`src/rtl/tdm_demux4_pkg.sv`:
```
// Shared types and constants for the 4-slot TDM receive demultiplexer.
package tdm_demux4_pkg;

  typedef enum logic {
    HUNT = 1'b0,
    SYNC = 1'b1
  } state_e;

  localparam int NUM_CH = 4;
  localparam int SLOT_W = 2;

endpackage

```
`src/rtl/tdm_demux4.sv`:
```
// 1-to-4 TDM demultiplexer: locks onto start-of-frame markers, stages slots 0..2
// and publishes a complete frame in parallel when the slot-3 word arrives.
module tdm_demux4
  import tdm_demux4_pkg::*;
#(
  parameter int DATA_W = 4
) (
  input  logic                     clk,
  input  logic                     rst_n,
  input  logic                     in_valid,
  input  logic [DATA_W-1:0]        in_data,
  input  logic                     in_sof,
  output logic [NUM_CH*DATA_W-1:0] out_data,
  output logic                     out_valid,
  output logic [SLOT_W-1:0]        slot,
  output logic                     locked,
  output logic                     frame_err
);

  state_e                    state_q;
  logic [SLOT_W-1:0]         slot_q;
  logic [DATA_W-1:0]         stage_q [NUM_CH-1];
  logic [NUM_CH*DATA_W-1:0]  out_data_q;
  logic                      out_valid_q;
  logic                      frame_err_q;

  always_ff @(posedge clk or negedge rst_n) begin
    if (!rst_n) begin
      state_q     <= HUNT;
      slot_q      <= '0;
      out_data_q  <= '0;
      out_valid_q <= 1'b0;
      frame_err_q <= 1'b0;
      for (int i = 0; i < NUM_CH - 1; i++) begin
        stage_q[i] <= '0;
      end
    end else begin
      out_valid_q <= 1'b0;
      frame_err_q <= 1'b0;
      if (in_valid) begin
        case (state_q)
          HUNT: begin
            if (in_sof) begin
              stage_q[0] <= in_data;
              slot_q     <= 2'd1;
              state_q    <= SYNC;
            end
          end
          SYNC: begin
            if (in_sof) begin
              // An early SOF restarts the frame; the stale partial is simply overwritten.
              frame_err_q <= (slot_q != 2'd0);
              stage_q[0]  <= in_data;
              slot_q      <= 2'd1;
            end else if (slot_q == 2'd0) begin
              frame_err_q <= 1'b1;
              state_q     <= HUNT;
            end else if (slot_q == 2'd3) begin
              out_data_q  <= {in_data, stage_q[2], stage_q[1], stage_q[0]};
              out_valid_q <= 1'b1;
              slot_q      <= 2'd0;
            end else begin
              stage_q[slot_q] <= in_data;
              slot_q          <= slot_q + 2'd1;
            end
          end
          default: state_q <= HUNT;
        endcase
      end
    end
  end

  assign out_data  = out_data_q;
  assign out_valid = out_valid_q;
  assign slot      = slot_q;
  assign locked    = (state_q == SYNC);
  assign frame_err = frame_err_q;

endmodule

```
`config.mk`:
```
export PLATFORM = sky130hd
export DESIGN_NAME = tdm_demux4
export DESIGN_NICKNAME = d
export VERILOG_FILES = /design/src/rtl/tdm_demux4_pkg.sv /design/src/rtl/tdm_demux4.sv
export SDC_FILE = /design/constraint.sdc
export NUM_CORES = 1
export LEC_CHECK = 0
export ABC_CLOCK_PERIOD_IN_PS = 3100
export BUFFER_PORTS_ARGS = -buffer_cell sky130_fd_sc_hd__buf_4
export CAP_MARGIN = 20
export CORE_ASPECT_RATIO = 0.6
export CORE_MARGIN = 2
export CORE_UTILIZATION = 60
export CTS_BUF_LIST = sky130_fd_sc_hd__clkbuf_8
export DETAILED_ROUTE_END_ITERATION = 8
export GPL_ROUTABILITY_DRIVEN = 0
export HOLD_SLACK_MARGIN = 0.12
export PLACE_DENSITY = 0.86
export RECOVER_POWER = 100
export SLEW_MARGIN = 20
export SYNTH_ARGS = -nofsm -noshare
export SYNTH_HDL_FRONTEND = slang
export SYNTH_SLANG_ARGS = --single-unit
export TNS_END_PERCENT = 1
```
`constraint.sdc`:
```
create_clock -name clk -period 3.1 [get_ports clk]
set_input_delay 0.155 -clock clk [delete_from_list [all_inputs] [get_ports clk]]
set_output_delay 0.155 -clock clk [all_outputs]
set_load 0.02 [all_outputs]
```
# --- Word-level counts from Yosys, hierarchy flattened ---
# Index checks and enable logic that the tools add are counted.
word_totals:
  register_bits: 33
  latchBits: 0
  mem_bits_rw: 0
  mem_bits_ro: 0
  inputBits: 8
  word_cells: 53
  n_memories: 0
op_classes:
  n_addsub: 1
  n_mul: 0
  div: 0
  magnitude_cmp: 2
  n_eq_ne: 4
  n_shift: 0
  mux: 26
  bitwise: 5
  reduce_logical: 7
op_table:
  columns: ["cell", "n"]
  rows:
  - ["two-way mux 12 bit", 2]
  - ["bitwise mux 12 bit", 1]
  - ["two-way mux 1 bit", 12]
  - ["two-way mux 4 bit", 3]
  - ["AND reduction 5 bit", 2]
  - ["demux 4 bit (select 2 bit)", 1]
  - ["two-way mux 2 bit", 4]
  - ["one-hot mux 4 bit (2 select lines)", 1]
  - ["inequality test 3 bit (second input constant)", 2]
  - ["NOT 1 bit", 4]
  - ["one-hot mux 2 bit (2 select lines)", 1]
  - ["AND reduction 4 bit", 1]
  - ["greater-or-equal comparator 3 bit (second input constant)", 1]
  - ["< comparator 3 x 1 -> 1 bit (second input constant)", 1]
  - ["NOT 2 -> 3 bit", 1]
  - ["AND reduction 3 bit", 1]
  - ["adder 2 x 1 -> 2 bit (second input constant)", 1]
  - ["equality test 2 bit (second input constant)", 1]
  - ["zero test 2 bit", 1]
  - ["inequality test 2 bit (second input constant)", 1]
  - ["one-hot mux 1 bit (2 select lines)", 1]
  - ["nonzero test 2 bit", 1]
  - ["logical AND 1 bit", 1]

# --- Depth between registers and ports, before layout ---
logic_depth:
  depth_word: 10
  mapped_depth: 7

# --- Worst setup path after synthesis ---
# OpenSTA, ideal clock, no wires.
synth_path:
  kind: "reg2reg"
  startpoint: "reg slot_q[0], in the netlist slot[0]"
  endpoint: "reg out_data_q[10], in the netlist out_data[10]"
  t_arrival_ps: 1698
  t_required_ps: 2975
  setup_slack_ps: 1277
  path_stages_with_launch: 8
  n_path_buf: 1
  synth_period_minus_slack_ps: 1823
  path_cell_list: "dfrtp_1 -> inv_1 -> ha_1 -> inv_1 -> ha_1 -> nand4_4 -> buf_6 -> mux2_4"
synth_between:
  elab_chain_len: 3
  elab_cells_between_ends: 4
synth_rtl:
  columns: ["item", "line", "rtl"]
  rows:
  - ["start: declaration", "tdm_demux4.sv:21", "logic [SLOT_W-1:0] slot_q;"]
  - ["start signal: assignment", "tdm_demux4.sv:64", "slot_q <= slot_q + 2'd1;"]
  - ["zero test 2 bit", "tdm_demux4.sv:55", "end else if (slot_q == 2'd0) begin"]
  - ["NOT 1 bit (no source line)", null, null]
  - ["AND reduction 5 bit (no source line) *", null, null]
  - ["end signal: assignment", "tdm_demux4.sv:59", "out_data_q <= {in_data, stage_q[2], stage_q[1], stage_q[0]};"]
  - ["end: declaration", "tdm_demux4.sv:23", "logic [NUM_CH*DATA_W-1:0] out_data_q;"]
# Mark *: on every way between the ends. The rest lies on a longest branch, timed or not.
# A chain may end at the register's enable or synchronous reset.

# --- Worst setup path after layout ---
layout_path:
  startpoint: "reg slot_q[0], in the netlist slot[0]"
  endpoint: "reg stage_q[8] (netlist bit)"
layout_between:
  elab_chain_len: 10
  elab_cells_between_ends: 16
layout_rtl:
  columns: ["item", "line", "rtl"]
  rows:
  - ["NOT 2 -> 3 bit (not written as such)", "tdm_demux4.sv:63", "stage_q[slot_q] <= in_data;"]
  - ["greater-or-equal comparator 3 bit (not written as such) or < comparator 3 x 1 -> 1 bit (tied branches)", "tdm_demux4.sv:63", null]
  - ["logical AND 1 bit (not written as such)", "tdm_demux4.sv:63", null]
  - ["two-way mux 4 bit (not written as such)", "tdm_demux4.sv:63", null]
  - ["demux 4 bit (select 2 bit)", "tdm_demux4.sv:63", null]
  - ["bitwise mux 12 bit", "tdm_demux4.sv:63", null]
  - ["two-way mux 12 bit", "tdm_demux4.sv:58", "end else if (slot_q == 2'd3) begin"]
  - ["two-way mux 12 bit", "tdm_demux4.sv:55", null]
  - ["two-way mux 4 bit", "tdm_demux4.sv:50", "if (in_sof) begin"]
  - ["one-hot mux 4 bit (2 select lines)", "tdm_demux4.sv:41", "case (state_q)"]
  - ["end signal: indexed assignment", "tdm_demux4.sv:63", null]
  - ["end: declaration", "tdm_demux4.sv:22", "logic [DATA_W-1:0] stage_q [NUM_CH-1];"]
# Parallel ways exist; a longest one is shown, timed or not. The select of a mux whose other input is x is not followed.

==> flow_summary.toml <==
[detailed_routing]
drc_errors = 0
viasPerCell = 5.63
antenna_left = 0
met2_length_um = 1230
wl_per_cell_um = 17.2
vias = 884
wirelength_um = 2690
first_iter_violations = 113
met3_length_um = 151
met1Wirelength_um = 1270
first_pass_iters = 4
highest_layer = "met4"

[layout]
nets = 141
fillerInstances = 183
num_antenna_cells = 0
drive_above_1_share = 0.220
postLayoutCellArea_mm2 = 0.00163
area_delta_synth_final_pct = 13.2
utilization = 0.736

[power_and_ir_drop]
p_sw_frac = 0.373
p_leak_nw = 0.790
power_density_mw_per_mm2 = 934
p_comb_frac = 0.338
vdd_drop_max_uv = 437
seqPwrFrac = 0.462
p_int_mw = 0.953
p_switching_mw = 0.567
clock_power_share = 0.200

[clock_network]
root_buffer = "clkbuf_8"
cts_setup_buffers = 0
cts.reportedPaths.clkPinSlew_ns = 0.07
clk_path_buf_depth = 2
tritoncts = "yes"
cts_sinks = 33
cts_inserted_buffers = 5
htree_levels = 2
insertion_delay_ns = 0.29

[setup_path]
r2r-end = "stage_q[8]"
path_max_fanout = 7
arrival_ns = 2.06
r2r_start = "slot[0]"
reg2reg_slack_ns = 1.20
critical_path.startpoint = "slot[0]"
worstSetupPathType = "reg -> reg"
crit_required_ns = 3.27
cp-start-kind = "register"
worstPathCellList = "inv_1 > ha_1 > nor4b_1 > o21ai_0 > a32o_1"
endpoint = "stage_q[8]"
end_kind = "register"
r2r_cells = 5
crit_slowest_cell = "dfrtp_1"
critPathMaxStageDelay_ns = 0.46

[logic_synthesis]
synthArstFlopShare = 1.00
netlist_instances = 94
syn-num-nets = 109
avgSynthCellArea_um2 = 15.3
yosys_warnings = 0
synthMostInstantiatedCell = "dfrtp_1"
syn_area_mm2 = 0.00144
synth_seq_cells = 33
synth_edf_count = 0
yosysUniqueCellTypes = 26
synth_flop_cell = "dfrtp_1"
yosys-top-cells-area = "dfrtp_1 (57%), mux2_2 (11%), mux2_4 (10%)"
ys_seq_area_frac = 0.574
synth_common_cells = "dfrtp_1 (33), mux2_2 (14), mux2_4 (10), ha_1 (7), inv_1 (5)"
yosysTopAreaCell = "dfrtp_1"
synth_top_area_share = 0.574

[placement]
place_area_mm2 = 0.00166
dpl_worst_slack_ns = 1.17
hpwl_um = 1910
io_buffer_count = 28

[die]
die_width_um = 67.2
die-area_mm2 = 0.00282
fp.dieH_um = 41.9
initial_utilization = 0.650
core_mm2 = 0.00221
row_count = 13
io-pin-count = 29

[timing]
worstMarginPinSlew_ns = 1.67
setup_viol = 0
relSlewSlack = -0.113
slew_violations = 34
final.setup.tns_ns = 0
finalClockSkew_ns = 0.0111
period_share = 0.613
rsz0062_at_grt = "false"
finalWorstSetupSlack_ns = 1.20
period_minus_slack_ns = 1.90
fmax_ghz = 0.527
hold_viol = 0

[hold_path]
hp-class = "in -> reg"
min_path_cells = 2

[global_route]
grt_usage = 0.226
grt_first_pass_wirelength_um = 4410
overflow = 0
antenna_found_initial = 0
grt_pass1_vias = 880
grt_start_max_net_pins = 34

[outcome]
violations = "max-capacitance violations, max-slew violations"
status = "finished, violations left"

[run]
maxCapViolCount = 1
sequential cells by signal, indices dropped and copies added (netlist names):
name,flops
slot,2
stage_q,12
frame_err,1
out_valid,1
out_data,16
locked,1
area by class of cell:
type | instances | area [um2] | area share
Clock buffer | 5 | 68.8 | 0.0422
Multi-Input combinational cell | 52 | 527 | 0.323
Timing Repair Buffer | 29 | 138 | 0.0845
Clock inverter | 3 | 13.8 | 0.00845
Sequential cell | 33 | 826 | 0.507
Inverter | 5 | 18.8 | 0.0115
Tap cell | 30 | 37.5 | 0.0230
logic make-up after synthesis:
family          share of synthesized area
compound gates                     0.0609
fa+ha+maj                          0.0609
buf+inv                            0.0322
flops                               0.574
mux                                 0.214
simple gates                       0.0583
worst max-delay path, delay by kind of cell (launching register included):
family	cells	cell delay (ns)
AOI/OAI and AO/OA	2	0.55
adders and majority gates	1	0.34
buffers and inverters	1	0.10
DFF	1	0.46
and+or+nand+nor	1	0.32
cells in the final DEF (no fill, tap or decap), types with 2 or more instances in the layout:
cell type  count
dfrtp_1       33
clkbuf_1      22
mux2_2        14
mux2_1        10
ha_1           7
inv_1          6
buf_4          6
clkbuf_8       5
a32o_1         4
nor2b_1        2
nand4_1        2
clkinv_2       2
worst min-delay path by stage:
| stage | startpoint | end | slack [ns] |
|---|---|---|---|
| global placement | rst_n | stage_q[4] | 0.11 |
| CTS | in_data[3] | stage_q[3] | 0.13 |
| global route | in_data[3] | stage_q[3] | 0.13 |
| detailed placement | rst_n | stage_q[4] | 0.11 |
| floorplan | rst_n | frame_err | -0.14 |
| finish | in_data[3] | stage_q[3] | 0.13 |
power groups by stage:
stage | clock, mW | combinational (mW) | sequential [mW]
after floorplan | 0 | 0.310 | 0.788
after global placement | 0 | 0.601 | 0.697
after detailed placement | 0 | 0.627 | 0.716
after CTS | 0.306 | 0.628 | 0.710
after global routing | 0.330 | 0.557 | 0.721
final | 0.305 | 0.513 | 0.703
what timing repair did:
item,in CTS,in global routing
hold buffers,1,0
endpoints found under the hold margin,33,0
resized for setup,0,0
setup endpoints to repair,0,0
per-stage QoR:
step	total power [mW]	hold slack, ns	std cells
after floorplan	1.10	-0.141	94
after detailed placement	1.34	0.111	148
after CTS	1.64	0.134	157
final	1.52	0.128	157
after global routing	1.61	0.128	157
after global placement	1.30	0.105	148
metal layers:
metal  GRT usage  vias to the layer above
met1       0.314                      450
li1            -                      402
met5           0                        -
met4      0.0816                        0
met3      0.0867                        6
met2       0.323                       26
(Power assumes the default switching activity.)
